**src/rtl/clic_hart_pkg.sv**
```systemverilog
// Shared types and helpers for the hart-side CLIC interrupt sink.
// Privilege encodings, handshake FSM states and the latched trap record.
package clic_hart_pkg;

   localparam int N_SOURCE = 256;
   localparam int SRC_W    = $clog2(N_SOURCE);
   localparam int XLEN     = 32;
   localparam int LVL_W    = 8;

   localparam logic [1:0] PRIV_U    = 2'd0;
   localparam logic [1:0] PRIV_S    = 2'd1;
   localparam logic [1:0] PRIV_RSVD = 2'd2;
   localparam logic [1:0] PRIV_M    = 2'd3;

   typedef enum logic {
      IDLE = 1'b0,
      PEND = 1'b1
   } state_e;

   typedef struct packed {
      logic [SRC_W-1:0] id;
      logic [LVL_W-1:0] level;
      logic [1:0]       priv;
      logic             shv;
      logic [XLEN-1:0]  vec_addr;
   } trap_t;

   typedef struct packed {
      logic [LVL_W-1:0] mil;
      logic [LVL_W-1:0] sil;
      logic [LVL_W-1:0] mpil;
      logic [LVL_W-1:0] spil;
   } lvl_t;

   function automatic logic [LVL_W-1:0] lvl_max(input logic [LVL_W-1:0] a,
                                                input logic [LVL_W-1:0] b);
      return (a > b) ? a : b;
   endfunction

   // Table base is forced to 64-byte alignment; the sum wraps silently at 2^XLEN.
   function automatic logic [XLEN-1:0] vec_addr(input logic [XLEN-1:0]  tvt,
                                                input logic [SRC_W-1:0] id);
      logic [XLEN-1:0] base;
      logic [XLEN-1:0] offs;
      base = {tvt[XLEN-1:6], 6'b0};
      offs = {{(XLEN-SRC_W){1'b0}}, id} * XLEN'(XLEN/8);
      return base + offs;
   endfunction

endpackage

```
**src/rtl/clic_hart_irq_sink_elig.sv**
```systemverilog
// Combinational CLIC eligibility check: level vs. current level/threshold and privilege gating.
// Zero latency; no state, so no backpressure of its own.
module clic_irq_elig
   import clic_hart_pkg::*;
(
   input  logic [LVL_W-1:0] irq_level_i,
   input  logic [1:0]       irq_priv_i,
   input  logic [1:0]       cur_priv_i,
   input  logic             mie_i,
   input  logic             sie_i,
   input  logic [LVL_W-1:0] mil_i,
   input  logic [LVL_W-1:0] sil_i,
   input  logic [LVL_W-1:0] mintthresh_i,
   input  logic [LVL_W-1:0] sintthresh_i,
   output logic             elig_o
);

   logic m_ok;
   logic s_ok;

   assign m_ok = (irq_level_i > lvl_max(mil_i, mintthresh_i))
               & ((cur_priv_i != PRIV_M) | mie_i);

   // S interrupts are masked outright while running in M mode.
   assign s_ok = (cur_priv_i != PRIV_M)
               & (irq_level_i > lvl_max(sil_i, sintthresh_i))
               & ((cur_priv_i == PRIV_U) | sie_i);

   always_comb begin
      elig_o = 1'b0;
      if (irq_level_i != '0) begin
         unique case (irq_priv_i)
            PRIV_M:  elig_o = m_ok;
            PRIV_S:  elig_o = s_ok;
            default: elig_o = 1'b0;
         endcase
      end
   end

endmodule

```
**src/rtl/clic_hart_irq_sink.sv**
```systemverilog
// Hart-side CLIC sink: filters and accepts one request, holds it as a trap until the core acks.
// trap_req_o rises one cycle after the transfer; irq_ready_o stays low while a trap is pending.
module clic_hart_irq_sink
   import clic_hart_pkg::*;
#(
   parameter int N_SOURCE = clic_hart_pkg::N_SOURCE,
   parameter int SRC_W    = $clog2(N_SOURCE),
   parameter int XLEN     = clic_hart_pkg::XLEN
)(
   input  logic             clk,
   input  logic             rst_n,
   input  logic             irq_valid_i,
   output logic             irq_ready_o,
   input  logic [SRC_W-1:0] irq_id_i,
   input  logic [7:0]       irq_level_i,
   input  logic             irq_shv_i,
   input  logic [1:0]       irq_priv_i,
   input  logic [1:0]       cur_priv_i,
   input  logic             mie_i,
   input  logic             sie_i,
   input  logic [7:0]       mintthresh_i,
   input  logic [7:0]       sintthresh_i,
   input  logic [XLEN-1:0]  mtvt_i,
   input  logic [XLEN-1:0]  stvt_i,
   output logic             trap_req_o,
   input  logic             trap_ack_i,
   output logic [SRC_W-1:0] trap_id_o,
   output logic [7:0]       trap_level_o,
   output logic [1:0]       trap_priv_o,
   output logic             trap_shv_o,
   output logic [XLEN-1:0]  trap_vec_addr_o,
   input  logic             mret_i,
   input  logic             sret_i,
   output logic [7:0]       mil_o,
   output logic [7:0]       sil_o,
   output logic [7:0]       mpil_o,
   output logic [7:0]       spil_o
);

   state_e state_q, state_d;
   trap_t  trap_q,  trap_d;
   lvl_t   lvl_q,   lvl_d;
   logic   elig;
   logic   xfer;
   logic   ack;

   clic_irq_elig u_elig (
      .irq_level_i  (irq_level_i),
      .irq_priv_i   (irq_priv_i),
      .cur_priv_i   (cur_priv_i),
      .mie_i        (mie_i),
      .sie_i        (sie_i),
      .mil_i        (lvl_q.mil),
      .sil_i        (lvl_q.sil),
      .mintthresh_i (mintthresh_i),
      .sintthresh_i (sintthresh_i),
      .elig_o       (elig)
   );

   always_comb begin
      state_d     = state_q;
      trap_d      = trap_q;
      irq_ready_o = 1'b0;
      trap_req_o  = 1'b0;
      xfer        = 1'b0;
      ack         = 1'b0;
      unique case (state_q)
         IDLE: begin
            irq_ready_o = irq_valid_i & elig;
            xfer        = irq_ready_o;
            if (xfer) begin
               trap_d.id       = irq_id_i;
               trap_d.level    = irq_level_i;
               trap_d.priv     = irq_priv_i;
               trap_d.shv      = irq_shv_i;
               trap_d.vec_addr = irq_shv_i
                               ? vec_addr((irq_priv_i == PRIV_M) ? mtvt_i : stvt_i, irq_id_i)
                               : '0;
               state_d         = PEND;
            end
         end
         PEND: begin
            trap_req_o = 1'b1;
            ack        = trap_ack_i;
            if (ack) begin
               state_d = IDLE;
            end
         end
         default: state_d = IDLE;
      endcase
   end

   // Returns apply first so a same-cycle ack for the same privilege overrides them.
   always_comb begin
      lvl_d = lvl_q;
      if (mret_i) begin
         lvl_d.mil = lvl_q.mpil;
      end
      if (sret_i) begin
         lvl_d.sil = lvl_q.spil;
      end
      if (ack) begin
         if (trap_q.priv == PRIV_M) begin
            lvl_d.mpil = lvl_q.mil;
            lvl_d.mil  = trap_q.level;
         end else if (trap_q.priv == PRIV_S) begin
            lvl_d.spil = lvl_q.sil;
            lvl_d.sil  = trap_q.level;
         end
      end
   end

   always_ff @(posedge clk or negedge rst_n) begin
      if (!rst_n) begin
         state_q <= IDLE;
         trap_q  <= '0;
         lvl_q   <= '0;
      end else begin
         state_q <= state_d;
         trap_q  <= trap_d;
         lvl_q   <= lvl_d;
      end
   end

   assign trap_id_o       = trap_q.id;
   assign trap_level_o    = trap_q.level;
   assign trap_priv_o     = trap_q.priv;
   assign trap_shv_o      = trap_q.shv;
   assign trap_vec_addr_o = trap_q.vec_addr;
   assign mil_o           = lvl_q.mil;
   assign sil_o           = lvl_q.sil;
   assign mpil_o          = lvl_q.mpil;
   assign spil_o          = lvl_q.spil;

endmodule
```
**config.mk**
```make
export PLATFORM = sky130hd
export DESIGN_NAME = clic_hart_irq_sink
export DESIGN_NICKNAME = d
export VERILOG_FILES = /design/src/rtl/clic_hart_pkg.sv /design/src/rtl/clic_hart_irq_sink_elig.sv /design/src/rtl/clic_hart_irq_sink.sv
export SDC_FILE = /design/constraint.sdc
export NUM_CORES = 1
export LEC_CHECK = 0
export ABC_AREA = 0
export CAP_MARGIN = 20
export CORE_MARGIN = 5
export CORE_UTILIZATION = 32
export DETAILED_ROUTE_END_ITERATION = 7
export SYNTH_ARGS = -nofsm -noshare
export SYNTH_HDL_FRONTEND = slang
export SYNTH_HIERARCHICAL = 1
export SYNTH_SLANG_ARGS = --single-unit
export TNS_END_PERCENT = 1
```
**constraint.sdc**
```tcl
create_clock -name clk -period 7.3 [get_ports clk]
set_input_delay 1.825 -clock clk [delete_from_list [all_inputs] [get_ports clk]]
set_output_delay 1.825 -clock clk [all_outputs]
set_load 0.02 [all_outputs]
```
---- Word level (Yosys, flattened, before mapping) ----
Cells that the tools add are included.
word-level totals
  flip-flop bits (word level) ............. 84
  bits in latches ......................... 0
  RAM bits ................................ 0
  memory bits (read-only) ................. 0
  bits of input ports ..................... 109
  output and inout bits ................... 85
  memories kept ........................... 0
operators by class
  add/subtract/negate cells ............... 1
  $mul .................................... 0
  divide/modulo/power cells ............... 0
  order comparisons ....................... 4
  equal/unequal tests ..................... 5
  shift-type cells ........................ 0
  multiplexer cells ....................... 21
  bitwise operators ....................... 8
  reduce and logical (&&, ||, !) cells .... 5
operator list
  operator              count
  $mux W32              3
  $mux W8               10
  $add A32 B10 Y32      1
  $gt A8 B8 Y1          4
  $reduce_bool A8 Y1    1
  $mux W1               6
  $and A1 B1 Y1         4
  $eq A2 B1 Y1 const B  2
  $eq A2 B2 Y1 const B  2
  $pmux W1 S2           2
  $reduce_and A2 Y1     2
  $reduce_and A3 Y1     1
  $logic_not A2 Y1      1
  $ne A2 B2 Y1 const B  1
  $not A1 Y1            2
  $or A1 B1 Y1          2

---- Depth between registers and ports, before layout ----
  depth in word-level cells ............... 10
  gate-level depth with buffers ........... 18
  gate-level depth less buffers ........... 18

---- Cells and area by module ----
The synthesis kept the hierarchy.
modules (own cells, without submodules)
  module              instances  cells an instance  area each (um^2)  sequential area each (um^2)
  clic_hart_irq_sink  1          460                4342.9            2052.0
  clic_irq_elig       1          115                1019.7            0.0

---- Worst setup path before layout ----
No wires, ideal clock.
  path type ............................... input to output
  start point ............................. in sintthresh_i[1]
  end point ............................... out irq_ready_o
  arrival time ............................ 4.773 ns
  data required time ...................... 5.475 ns
  path slack .............................. 0.702 ns
  cell stages on the path ................. 16
  cells stage by stage .................... inv_1 > ha_1 > nor2b_4 > o211ai_2 > a21oi_2 > o32ai_4 > mux2_4 > ha_1 > nand4_1 > nor2_1 > nor3_1 > o31ai_1 > a21oi_1 > nand3_1 > clkinv_1 > clkbuf_1
on the way
  cells in the longest elaborated chain, start to end .. 9
ends and longest elaborated chain
  item             RTL line                       text
  start, declared  clic_hart_irq_sink.sv:22       input logic [7:0] sintthresh_i,
  $gt A8 B8 Y1     clic_hart_pkg.sv:37            return (a > b) ? a : b;
  $mux W8 *        clic_hart_pkg.sv:37
  $gt A8 B8 Y1 *   clic_hart_irq_sink_elig.sv:26  & (irq_level_i > lvl_max(sil_i, sintthresh_i))
  $and A1 B1 Y1 *  clic_hart_irq_sink_elig.sv:26
  $and A1 B1 Y1 *  clic_hart_irq_sink_elig.sv:27  & ((cur_priv_i == PRIV_U) | sie_i);
  $pmux W1 S2 *    clic_hart_irq_sink_elig.sv:32  unique case (irq_priv_i)
  $mux W1 *        clic_hart_irq_sink_elig.sv:31  if (irq_level_i != '0) begin
  net elig         clic_hart_irq_sink.sv:43       logic elig;
  $and A1 B1 Y1 *  clic_hart_irq_sink.sv:69       irq_ready_o = irq_valid_i & elig;
  $mux W1 *        clic_hart_irq_sink.sv:67       unique case (state_q)
  end, declared    clic_hart_irq_sink.sv:13       output logic irq_ready_o,
Mark *: on every way through the listed nets, which the timed path passes. The rest lies on a longest branch.

---- Final worst setup path ----
  start point ............................. in sintthresh_i[5]
  end point ............................... out irq_ready_o
Same word-level chain as after synthesis.

==> results.yml <==
setup_path:
  path_cells: "clkdlybuf4s50_1, inv_1, ha_1, a211oi_2, nor2_1, o32ai_4, buf_4, mux2i_1, ha_1, nand4_1, nor2_1, nor3_1, o31ai_1, a21oi_1, buf_4, nand3_2, clkinv_1, clkbuf_2"
  cpPeakStageDelay_ns: 0.52
  critPathLaunch: "sintthresh_i[5]"
  crit_fanout: 2
  cp-end-kind: "output port"
  critPathKind: "input port to output port"
  r2r-start: "sil_o[5]$_DFF_PN0_"
  worstPathRequired_ns: 5.48
  worstPathArrival_ns: 5.24
  start_kind: "input port"
  r2r_cells: 18
  crit_slowest_cell: "clkdlybuf4s50_1"
clock_tree:
  clock_sinks: 82
  root_buffer: "clkbuf_16"
  clockBufferDepth: 2
  numCtsBuffers: 9
  htreeDepth: 3
  clk_latency_ns: 0.35
  clk_pin_slew_ns: 0.07
  cts_tree: "done"
layout:
  drive_above_1_share: 0.115
  fill_cells: 1581
  nets: 903
  fin_area_um2: 7770
  area_growth_pct: 45.0
  post_layout_nonfiller_instances: 983
timing:
  slew_headroom: 0.309
  slew_viol_final: 0
  whs_ns: 0.465
  worst_pin_slew_ns: 1.03
  finalCriticalPeriod_ns: 7.06
  clock_skew_ns: 0.00939
  rsz0062_at_grt: "no"
  max_freq_mhz: 142
  hold_viol_final: 0
  setup_viol_count_final: 0
  min_period_over_period: 0.967
drt:
  postRouteAntennaNets: 0
  first_pass_iters: 4
  wl_per_cell_um: 17.5
  drc: 0
  vias_per_cell: 4.97
  drt-initial-drc-count: 157
  num_vias: 4889
  routed_wl_mm: 17.2
synthesis:
  synth_area_leader_cell: "dfrtp_1"
  synth_enable_flop_cells: 0
  yosysMostFrequentCell: "nand2_1"
  synth-async-reset-ratio: 1.00
  synth_common_cells: "132 x nand2_1, 82 x dfrtp_1, 38 x mux2i_1"
  avgSynthCellArea_um2: 9.33
  ys.flop_type: "dfrtp_1"
  synth-seq-area-share: 0.383
  synth_cell_types: 62
  netlist_area_um2: 5360
  ys_ff_latch: 82
  netlist_instances: 575
  synth_top_cell_area_share: 0.383
  ys_warn_count: 6
  netlist_top_cells_area: "dfrtp_1 38%, nand2_1 9.2%, ha_1 8.4%"
global_route:
  grt_pass1_wl_mm: 27.5
  gr-total-overflow: 0
  grt_max_degree: 83
  antenna_found_initial: 0
  grt_use_total: 0.175
  grt_pass1_vias: 5171
place:
  placed_area_um2: 7450
  numPortBuffers: 179
  hpwl_mm: 13.1
  gp_congestion: 0.847
  dpl.cell_count: 965
floorplan:
  fp.dieW_um: 139
  die_h_um: 139
  io_pins: 194
  core_area_um2: 16500
  initial_core_util: 0.325
  die_area_um2: 19400
  rows: 47
hold_path:
  min-delay-start: "trap_vec_addr_o[8]$_DFFE_PN0P_"
  hold_path_depth: 2
  hp-class: "flip-flop to flip-flop"
status:
  status: "finished clean"
pwr:
  p_per_area_nw_per_um2: 219
  vdd_drop_max_mv: 0.106
  leakage_nw: 3.65
job:
  maxCapViolations: 0
## worst max-delay path, delay by kind of cell
kind            cells  cell delay, ns
compound gates      4            0.84
fa+ha+maj           2            0.62
buf+inv             6            1.17
mux                 1            0.25
simple gates        5            0.53
## repair_timing
item,4_1_cts,5_1_grt
endpoints found under the setup margin,1,1
setup buffers,0,0
hold buffers,0,0
endpoints found under the hold margin,0,0
resized for setup,1,2
## layer usage
layer  up-vias  share of wire  GRT usage
met2       162           0.47      0.289
met5         -              0          0
li1       2387              -          -
met3        21          0.088     0.0638
met1      2319           0.43      0.220
met4         0          0.014     0.0427
## logic make-up (layout without fill, tap and decap cells)
| family | after synthesis | after routing | share of synthesized area |
|---|---|---|---|
| xor gates and xnor gates | 19 | 19 | 0.0310 |
| muxes | 63 | 63 | 0.126 |
| DFF | 82 | 82 | 0.383 |
| AOI/OAI and AO/OA | 95 | 95 | 0.125 |
| and+or+nand+nor | 229 | 229 | 0.206 |
| adders and majority gates | 38 | 38 | 0.0896 |
| other | 1 | 3 | 0.000699 |
| buffers and inverters | 48 | 234 | 0.0390 |
## final cells by class
type,instances,area (µm²),area share
clock inverters,7,73.8,0.00950
multi-input cells,446,3110,0.400
clock buffers,9,225,0.0290
diodes,1,2.50,0.000322
flip-flops and latches,82,2050,0.264
well taps,220,275,0.0354
repair buffers,197,1960,0.252
inverters,21,78.8,0.0101
## flip-flops by register name, indices dropped and copies added, names as in the netlist
register,count
spil_o,8
state_q,1
trap_shv_o,1
trap_vec_addr_o,30
sil_o,8
mil_o,8
mpil_o,8
trap_id_o,8
trap_priv_o,2
trap_level_o,8
## worst paths after layout
check | to | slack, ns
setup / recovery | irq_ready_o | 0.24
hold / removal | trap_vec_addr_o[8]$_DFFE_PN0P_ | 0.46
setup reg to reg | trap_vec_addr_o[31]$_DFFE_PN0P_ | 2.88
hold reg to reg | trap_vec_addr_o[8]$_DFFE_PN0P_ | 0.46
max in group asynchronous | mil_o[4]$_DFF_PN0_ | 5.34
min in group asynchronous | mpil_o[2]$_DFFE_PN0P_ | 1.37
## placed cells by master (no fill, tap or decap), types with 20 or more instances in the layout
cell             count
clkdlybuf4s50_1    177
nand2_1            132
dfrtp_1             82
mux2i_1             38
ha_1                36
nor2_1              32
a21oi_1             28
o21ai_0             21
mux2_2              21
nand4_1             20
inv_1               20
## power by group
part	internal [mW]	leakage, nW	total [mW]	switching [mW]
Combinational	0.297	2.41	0.610	0.314
Sequential	0.543	1.09	0.620	0.0772
Clock	0.268	0.147	0.470	0.203
Total	1.11	3.65	1.70	0.594
## stage by stage
step	setup WS, ns	power (mW)	TNS, ns	util
floorplan	0.702	0.904	0	-
global placement	-0.121	1.23	-0.121	0.450
detailed placement	-0.206	1.24	-0.206	0.451
CTS	0.0190	1.72	0	0.469
global route	0.0143	1.80	0	0.470
finish	0.238	1.70	0	0.470
No activity file was read; power rests on OpenSTA's default activity.
